[config.mk]
export PLATFORM = sky130hd
export DESIGN_NAME = pwm_softstart_flat
export DESIGN_NICKNAME = d
export VERILOG_FILES = /design/src/rtl/pmic_pkg.sv /design/src/rtl/pwm_softstart_if.sv /design/src/rtl/pwm_timebase.sv /design/src/rtl/pwm_softstart.sv /design/src/flat_wrapper.sv
export SDC_FILE = /design/constraint.sdc
export NUM_CORES = 1
export LEC_CHECK = 0
export BUFFER_PORTS_ARGS = -buffer_cell sky130_fd_sc_hd__clkbuf_2
export CORE_MARGIN = 2
export CORE_UTILIZATION = 29
export CTS_CLUSTER_DIAMETER = 40
export CTS_CLUSTER_SIZE = 12
export DETAILED_ROUTE_END_ITERATION = 10
export GPL_ROUTABILITY_DRIVEN = 0
export MAX_ROUTING_LAYER = met4
export PLACE_DENSITY = 0.48
export REMOVE_ABC_BUFFERS = 1
export SLEW_MARGIN = 20
export SYNTH_ARGS = -nofsm -noshare
export SYNTH_HDL_FRONTEND = slang
export SYNTH_HIERARCHICAL = 1
export SYNTH_SLANG_ARGS = --single-unit
[constraint.sdc]
create_clock -name clk -period 6.45 [get_ports clk]
set_clock_uncertainty 0.1 [all_clocks]
set_input_delay 0.9675 -clock clk [delete_from_list [all_inputs] [get_ports clk]]
set_output_delay 0.9675 -clock clk [all_outputs]
set_load 0.03 [all_outputs]
[src/rtl/pmic_pkg.sv]
// Shared PMIC definitions: PWM soft-start FSM encoding and default sizing.
package pmic_pkg;

    localparam int unsigned PWM_CNT_W     = 8;
    localparam int unsigned SOFTSTART_DIV = 4;

    typedef enum logic [1:0] {
        ST_IDLE  = 2'd0,
        ST_RAMP  = 2'd1,
        ST_RUN   = 2'd2,
        ST_FAULT = 2'd3
    } pwm_state_t;

endpackage

[src/rtl/pwm_softstart_if.sv]
// Control/status bundle of the soft-start PWM generator.
interface pwm_softstart_if
    import pmic_pkg::*;
#(
    parameter int unsigned CNT_W = PWM_CNT_W
);

    logic             tick;
    logic             enable;
    logic             fault;
    logic [CNT_W-1:0] duty_target;
    logic             pwm_out;
    logic [CNT_W-1:0] duty_now;
    pwm_state_t       state;
    logic             ramp_done;

    modport master (
        output tick, enable, fault, duty_target,
        input  pwm_out, duty_now, state, ramp_done
    );

    modport slave (
        input  tick, enable, fault, duty_target,
        output pwm_out, duty_now, state, ramp_done
    );

endinterface

[src/rtl/pwm_timebase.sv]
// PWM period counter advanced by the slow-clock tick; flags the period boundary.
module pwm_timebase
    import pmic_pkg::*;
#(
    parameter int unsigned CNT_W = PWM_CNT_W
) (
    input  logic             clk,
    input  logic             rst_n,
    input  logic             tick_i,
    input  logic             run_i,
    input  logic             clear_i,
    output logic [CNT_W-1:0] pcnt_o,
    output logic             boundary_c
);

    logic [CNT_W-1:0] pcnt_q;
    logic [CNT_W-1:0] pcnt_d;

    always_comb begin
        pcnt_d = pcnt_q;
        if (clear_i) begin
            pcnt_d = '0;
        end else if (run_i && tick_i) begin
            pcnt_d = pcnt_q + CNT_W'(1);
        end
    end

    always_ff @(posedge clk or negedge rst_n) begin
        if (!rst_n) begin
            pcnt_q <= '0;
        end else begin
            pcnt_q <= pcnt_d;
        end
    end

    // Boundary is the tick that wraps the counter from max back to 0.
    assign boundary_c = tick_i && run_i && (pcnt_q == {CNT_W{1'b1}});
    assign pcnt_o     = pcnt_q;

endmodule

[src/rtl/pwm_softstart.sv]
// Soft-start PWM: ramps duty to the target, then tracks it at period boundaries; latched fault.
module pwm_softstart
    import pmic_pkg::*;
#(
    parameter int unsigned CNT_W    = PWM_CNT_W,
    parameter int unsigned RAMP_DIV = SOFTSTART_DIV
) (
    input logic            clk,
    input logic            rst_n,
    pwm_softstart_if.slave bus
);

    localparam int unsigned     RDIV_W    = (RAMP_DIV > 1) ? $clog2(RAMP_DIV) : 1;
    localparam logic [RDIV_W-1:0] RDIV_LAST = RDIV_W'(RAMP_DIV - 1);

    pwm_state_t        state_q, state_d;
    logic [CNT_W-1:0]  duty_q, duty_d;
    logic [RDIV_W-1:0] rdiv_q, rdiv_d;
    logic              pwm_q, pwm_d;
    logic              ramp_done_q;

    logic [CNT_W-1:0]  pcnt;
    logic              boundary_c;
    logic              active_c;
    logic              kill_c;

    assign active_c = (state_q == ST_RAMP) || (state_q == ST_RUN);
    assign kill_c   = bus.fault || !bus.enable;

    pwm_timebase #(
        .CNT_W (CNT_W)
    ) u_timebase (
        .clk        (clk),
        .rst_n      (rst_n),
        .tick_i     (bus.tick),
        .run_i      (active_c),
        .clear_i    (kill_c || !active_c),
        .pcnt_o     (pcnt),
        .boundary_c (boundary_c)
    );

    // Next-state: fault beats enable drop, which beats boundary/ramp updates.
    always_comb begin
        state_d = state_q;
        duty_d  = duty_q;
        rdiv_d  = rdiv_q;
        pwm_d   = active_c && !kill_c && (pcnt < duty_q);

        if (bus.fault) begin
            state_d = ST_FAULT;
            duty_d  = '0;
            rdiv_d  = '0;
        end else begin
            unique case (state_q)
                ST_IDLE: begin
                    duty_d = '0;
                    rdiv_d = '0;
                    if (bus.enable) state_d = ST_RAMP;
                end
                ST_RAMP, ST_RUN: begin
                    if (!bus.enable) begin
                        state_d = ST_IDLE;
                        duty_d  = '0;
                        rdiv_d  = '0;
                    end else if (boundary_c) begin
                        if (state_q == ST_RUN) begin
                            duty_d = bus.duty_target;
                        end else if (duty_q >= bus.duty_target) begin
                            duty_d  = bus.duty_target;
                            state_d = ST_RUN;
                        end else if (rdiv_q == RDIV_LAST) begin
                            // duty_q < target here, so the step cannot wrap
                            duty_d = duty_q + CNT_W'(1);
                            rdiv_d = '0;
                        end else begin
                            rdiv_d = rdiv_q + RDIV_W'(1);
                        end
                    end
                end
                ST_FAULT: begin
                    if (!bus.enable) state_d = ST_IDLE;
                end
                default: state_d = ST_IDLE;
            endcase
        end
    end

    always_ff @(posedge clk or negedge rst_n) begin
        if (!rst_n) begin
            state_q     <= ST_IDLE;
            duty_q      <= '0;
            rdiv_q      <= '0;
            pwm_q       <= 1'b0;
            ramp_done_q <= 1'b0;
        end else begin
            state_q     <= state_d;
            duty_q      <= duty_d;
            rdiv_q      <= rdiv_d;
            pwm_q       <= pwm_d;
            ramp_done_q <= (state_d == ST_RUN);
        end
    end

    assign bus.pwm_out   = pwm_q;
    assign bus.duty_now  = duty_q;
    assign bus.state     = state_q;
    assign bus.ramp_done = ramp_done_q;

endmodule

[src/flat_wrapper.sv]
// flat-port wrapper written by rule: the top's interface ports become plain ports
module pwm_softstart_flat import pmic_pkg::*;
#(
    parameter int unsigned CNT_W    = PWM_CNT_W,
    parameter int unsigned RAMP_DIV = SOFTSTART_DIV
)
  (clk, rst_n, bus_tick, bus_enable, bus_fault, bus_duty_target, bus_pwm_out, bus_duty_now, bus_state, bus_ramp_done);
  pwm_softstart_if #(.CNT_W(CNT_W)) bus_i ();
  input logic clk;
  input logic rst_n;
  input wire logic [$bits(bus_i.tick)-1:0] bus_tick;
  input wire logic [$bits(bus_i.enable)-1:0] bus_enable;
  input wire logic [$bits(bus_i.fault)-1:0] bus_fault;
  input wire logic [$bits(bus_i.duty_target)-1:0] bus_duty_target;
  output wire logic [$bits(bus_i.pwm_out)-1:0] bus_pwm_out;
  output wire logic [$bits(bus_i.duty_now)-1:0] bus_duty_now;
  output wire logic [$bits(bus_i.state)-1:0] bus_state;
  output wire logic [$bits(bus_i.ramp_done)-1:0] bus_ramp_done;
  assign bus_i.tick = bus_tick;
  assign bus_i.enable = bus_enable;
  assign bus_i.fault = bus_fault;
  assign bus_i.duty_target = bus_duty_target;
  assign bus_pwm_out = bus_i.pwm_out;
  assign bus_duty_now = bus_i.duty_now;
  assign bus_state = bus_i.state;
  assign bus_ramp_done = bus_i.ramp_done;
  pwm_softstart #(.CNT_W(CNT_W), .RAMP_DIV(RAMP_DIV)) u_core (.clk(clk), .rst_n(rst_n), .bus(bus_i));
endmodule
# After elaboration in Yosys (flattened, before gate mapping)
# Cells that the tools add are included.
[word_totals] input_bits=13 reg_bits=22 elab_cells=61 out_inout_bits=12
[classes] n_reduce_logical=16 add_sub_neg=3 n_mux=24 n_eq_ne=10 n_lt_le_gt_ge=2
[ops] cell="$mux 8" n=8
[ops] cell="$mux 2" n=13
[ops] cell="$add 8x1->8 const B" n=2
[ops] cell="$pmux 8 s2" n=1
[ops] cell="$eq 2x2->1 const B" n=4
[ops] cell="$eq 8x8->1 const B" n=1
[ops] cell="$ge 8x8->1" n=1
[ops] cell="$lt 8x8->1" n=1
[ops] cell="$ne 4x4->1 const B" n=2
[ops] cell="$ne 6x3->1 const B" n=1
[ops] cell="$pmux 2 s3" n=1
[ops] cell="$logic_and 1x1->1" n=4
[ops] cell="$ne 4x3->1 const B" n=1
[ops] cell="$pmux 2 s2" n=1
[ops] cell="$reduce_and 4->1" n=1
[ops] cell="$logic_not 1->1" n=3
[ops] cell="$logic_or 1x1->1" n=3
[ops] cell="$reduce_and 3->1" n=1
[ops] cell="$reduce_bool 3->1" n=1
[ops] cell="$add 2x1->2 const B" n=1
[ops] cell="$eq 2x1->1 const B" n=1
[ops] cell="$logic_not 2->1" n=1
[ops] cell="$reduce_bool 2->1" n=1
[ops] cell="$reduce_or 2->1" n=1

# Depth between registers and ports, before layout
[logic_depth] depth_word=9 ltp_mapped=10 ltp_nobuf=10

# Cells and area by module
# The synthesis kept the hierarchy.
[by_module_without_submodules] mod="pwm_softstart" n_inst=1 cells_per_inst=152 seq_area_each_um2=350.3 area_per_inst_um2=1327.5
[by_module_without_submodules] mod="pwm_timebase" n_inst=1 cells_per_inst=44 seq_area_each_um2=200.2 area_per_inst_um2=414.1

# Least setup slack after synthesis
# No wires, ideal clock.
[synth_path] kind="register to register" start="register u_core.state_q[0], in the netlist u_core/bus.state[0]" end="register u_core.rdiv_q[0]" path_stages_with_launch=10 required_ns=6.255 n_path_buf=0 synth_period_minus_slack_ns=2.734 setup_slack_ns=3.716 t_arrival_ns=2.538 cell_sequence="dfrtp_1 > inv_1 > ha_1 > nand4_1 > nor3_1 > nand3b_1 > o21ai_0 > nor2b_1 > a2111o_1 > o31ai_1"
[synth_between] elab_chain_cells=6 elab_cells_between_ends=14 classes_between="eq/ne (5); mux (2); reduce/logical (7)"
[synth_lines] element="from (decl)" line="pwm_softstart.sv:16" source="pwm_state_t state_q, state_d;"
[synth_lines] element="from (signal assigned)" line="pwm_softstart.sv:96" source="state_q <= state_d;"
[synth_lines] element="$eq 2x1->1 / $eq 2x2->1 (equally long branches)" line="pwm_softstart.sv:27" source="assign active_c = (state_q == ST_RAMP) || (state_q == ST_RUN);"
[synth_lines] element="$logic_or 1x1->1 (*)" line="pwm_softstart.sv:27"
[synth_lines] element="via u_core.active_c" line="pwm_softstart.sv:24" source="logic active_c;"
[synth_lines] element="$logic_and 1x1->1 (*) (2 in a row)" line="pwm_timebase.sv:37" source="assign boundary_c = tick_i && run_i && (pcnt_q == {CNT_W{1'b1}});"
[synth_lines] element="via u_core.boundary_c" line="pwm_softstart.sv:23" source="logic boundary_c;"
[synth_lines] element="$ne 4x3->1 (no line) (*)"
[synth_lines] element="$reduce_and 4->1 (no line) (*)"
[synth_lines] element="to (signal assigned)" line="pwm_softstart.sv:98" source="rdiv_q <= rdiv_d;"
[synth_lines] element="to (decl)" line="pwm_softstart.sv:18" source="logic [RDIV_W-1:0] rdiv_q, rdiv_d;"
# Mark *: on every way through the listed nets, which the timed path passes. The rest lies on a longest branch.
# A chain may end at the register's enable or synchronous reset.

# Worst setup path after layout
# Same ends and word-level chain as after synthesis.

==> results.yml <==
outcome:
  run_status: "finished clean"
clocking:
  worst_skew_pair.late_latency_ns: 0.26
  cts_tree: "yes"
  cts-buffers-inserted: 3
  clockBufferDepth: 2
  post_cts_setup_bufs: 0
  clk_transition_reported_paths_ns: 0.08
  clock_sinks: 22
  postCtsHoldBufs: 0
  cts-root-buf: "clkbuf_8"
  post_cts.resized_instances: 0
  cts_max_level: 1
pwr:
  leakage_nw: 0.926
  finalPower_mw: 0.374
  net-switching-power_mw: 0.141
  power-per-cell-area_mw_per_mm2: 190
  sequentialPowerShare_pct: 41.8
  share_comb_of_total_power_pct: 34.6
  max-vdd-ir-drop_v: 0.0000976
  netSwitchingFraction_pct: 37.8
  cellInternalPower_mw: 0.233
  clock_share_of_power_pct: 23.7
yosys:
  fraction_of_the_mapped_netlist_area_in_compound_gates_pct: 23.7
  post_synth_fa_ha_maj_area_fraction_pct: 15.8
  cells_after_synthesis: 196
  ys_seq_area_share_pct: 31.6
  yosysWarningCount: 6
  mappedNetlistArea_mm2: 0.00174
  ys_dominant_reg_cell: "dfrtp_1"
  postSynthAreaPerCell_um2: 8.89
  post_synth_xor_area_fraction_pct: 1.01
  synth.mux.area_fraction_pct: 2.37
  synth_enable_flop_cells: 0
  post_synth_arst_share_pct: 100
  synth_seq_cells: 22
  synth_top_family_by_area: "compound AO/OA/AOI/OAI gates"
  synth_cell_types: 49
  yosys.area_share.simple_pct: 18.5
floorplanning:
  row_count: 28
  die_x_um: 81.5
  die_area_mm2: 0.00664
  coreArea_mm2: 0.00585
  chipHeight_um: 81.5
  design.portCount: 25
  initial_core_utilization_pct: 29.8
global_routing:
  grt_first_pass_wirelength_um: 6930
  combined_global_route_utilization_of_all_metal_layers_pct: 13.9
  grt_antenna_before_repair: 0
  first_global_vias: 1439
  grt_remaining_overflow: 0
  grt_max_degree: 23
place:
  io_buffer_count: 24
  detailedPlacementHpwl_um: 3100
  dpl_worst_slack_ns: 3.36
sta:
  post-route-period-util_pct: 45.6
  hold_viol: 0
  worst-slew-pin-transition_ns: 0.608
  fin_ws_ns: 3.51
  setup_viol: 0
  achievable_freq_ghz: 0.340
  fin_tns_setup_ns: 0
  rsz0062_at_grt: "no"
  max_slew_violation_count: 0
  timing.slew.headroom_pct: 59.4
  fin_crit_ns: 2.94
final_layout:
  num_antenna_cells: 0
  final.fill_count: 621
  drive_gt1_share_pct: 17.4
  most_frequent_standard_cell_in_the_layout_excluding_fill_and_tap_cells: "clkbuf_2"
  highest_count_cells_in_the_layout_ignoring_fill_and_taps: "clkbuf_2, inv_1, ha_1, dfrtp_1, nand2_1"
  design.final.nets: 256
  area_delta_synth_final_pct: 12.8
worst_setup_path:
  critPathMaxStageDelay_ns: 0.51
  setup.worst_path.class: "flop to flop"
  largest_delay_contributor_family_on_the_critical_path: "simple AND/OR/NAND/NOR gates"
  worstPathBufferInverterCount: 1
  worst_setup_path_start_kind: "flop"
  critPathCaptureType: "flop"
  worst-endpoint-arrival_ns: 3.02
  critical_path_peak_fanout: 11
  timing.critical_path.required_ns: 6.52
  crit_path_cell_trace: "inv_1 -> ha_1 -> nand4_1 -> nor3_1 -> nand3b_1 -> o21ai_0 -> nor2b_1 -> a2111o_1 -> o31ai_1"
  critical-path-slowest-cell: "ha_1"
routing:
  finalWirelength_um: 4140
  detail_route.drc_violations: 0
  antenna_violating_nets_post_route: 0
  wl_per_cell_um: 14.1
  firstDrtPassIters: 4
  via_per_inst: 5.06
  detail_route.iter0.violations: 68
  total_via_count_in_the_routed_design: 1489
min_path:
  min_path_type: "flop to flop"
flow_run:
  maxCapViolations: 0
==> state kept, by name, summed over array words and instances, names as in the netlist <==
name and cells:
u_core/bus.duty_now 8, u_core/u_timebase/pcnt_o 8, u_core/bus.state 2, u_core/rdiv_q 2
u_core/bus.pwm_out 1, u_core/bus.ramp_done 1
==> logic make-up (layout without fill, tap and decap cells) <==
logic type      after synthesis  in the layout
fa+ha+maj                    22             22
mux                           4              4
xor+xnor                      2              2
buf+inv                      28             51
compound gates               57             57
simple gates                 61             61
flops                        22             22
==> final timing paths <==
| kind | startpoint | endpoint | slack, ns | depth (start not counted) |
|---|---|---|---|---|
| max reg2reg | u_core/bus.state[0] | u_core/rdiv_q[0] | 3.51 | 9 |
| min reg2reg | u_core/rdiv_q[1] | u_core/rdiv_q[1] | 0.41 | 2 |
| max | u_core/bus.state[0] | u_core/rdiv_q[0] | 3.51 | 9 |
| min in group asynchronous | rst_n | u_core/bus.duty_now[1] | 0.60 | 1 |
| min | u_core/rdiv_q[1] | u_core/rdiv_q[1] | 0.41 | 2 |
| max in group asynchronous | rst_n | u_core/u_timebase/pcnt_o[0] | 5.25 | 1 |
==> routing by layer <==
metal | part of all wire (%) | global-route usage (%) | wire length, um | vias up
met1 | 51 | 18.1 | 2130 | 713
met4 | 0.36 | 2.03 | 15 | 0
met2 | 45 | 22.7 | 1880 | 15
met5 | 0 | - | 0 | -
li1 | - | - | - | 759
met3 | 2.6 | 2.97 | 108 | 2
==> per-stage QoR <==
stage               util (%)  cells  hold WS (ns)  instance area (um^2)
floorplan                  -    192         0.358                  1710
global placement        32.9    291         0.381                  1920
detailed placement      32.9    291         0.382                  1920
CTS                     33.6    294         0.399                  1960
global route            33.6    294         0.429                  1960
finish                  33.6    294         0.408                  1960
==> final cells by class <==
type / instances / area (um^2) / share of cell area (%)
inverter: 24 / 90.1 / 4.59
tap: 75 / 93.8 / 4.78
multi-input combinational: 146 / 1070 / 54.4
sequential: 22 / 551 / 28.0
timing repair buffer: 24 / 120 / 6.11
clock buffer: 3 / 41.3 / 2.10
==> worst reg2reg max path: stages, from the launching register on <==
cell	delay, ns
dfrtp_1	0.45
inv_1	0.11
ha_1	0.51
nand4_1	0.18
nor3_1	0.46
nand3b_1	0.17
o21ai_0	0.10
nor2b_1	0.20
a2111o_1	0.37
o31ai_1	0.20
==> power groups by stage <==
| stage | logic, mW | registers [mW] | clock network (mW) |
|---|---|---|---|
| 4_1_cts | 0.130 | 0.156 | 0.0956 |
| 5_1_grt | 0.144 | 0.158 | 0.0999 |
| 3_5_place_dp | 0.129 | 0.159 | 0 |
| 2_1_floorplan | 0.0813 | 0.170 | 0 |
| 3_3_place_gp | 0.129 | 0.159 | 0 |
| 6_report | 0.129 | 0.156 | 0.0884 |
==> synthesized netlist by cell type, drive strengths merged, types with 3 or more instances <==
| master | number | area [um^2] |
|---|---|---|
| ha | 22 | 275 |
| dfrtp | 22 | 551 |
| a21boi | 3 | 22.5 |
| o2bb2ai | 3 | 26.3 |
| or4 | 3 | 22.5 |
| a21o | 5 | 37.5 |
| inv | 24 | 90.1 |
| a32o | 3 | 30.0 |
| and3 | 4 | 25.0 |
| a21oi | 9 | 56.3 |
| nor2 | 7 | 26.3 |
| nand2 | 15 | 58.8 |
| buf | 4 | 32.5 |
| o31ai | 3 | 22.5 |
| nand3 | 12 | 60.1 |
| nand4 | 4 | 25.0 |
| mux2i | 3 | 30.0 |
| o21ai | 21 | 116 |
Note: power is estimated with default switching activity, not from simulation.
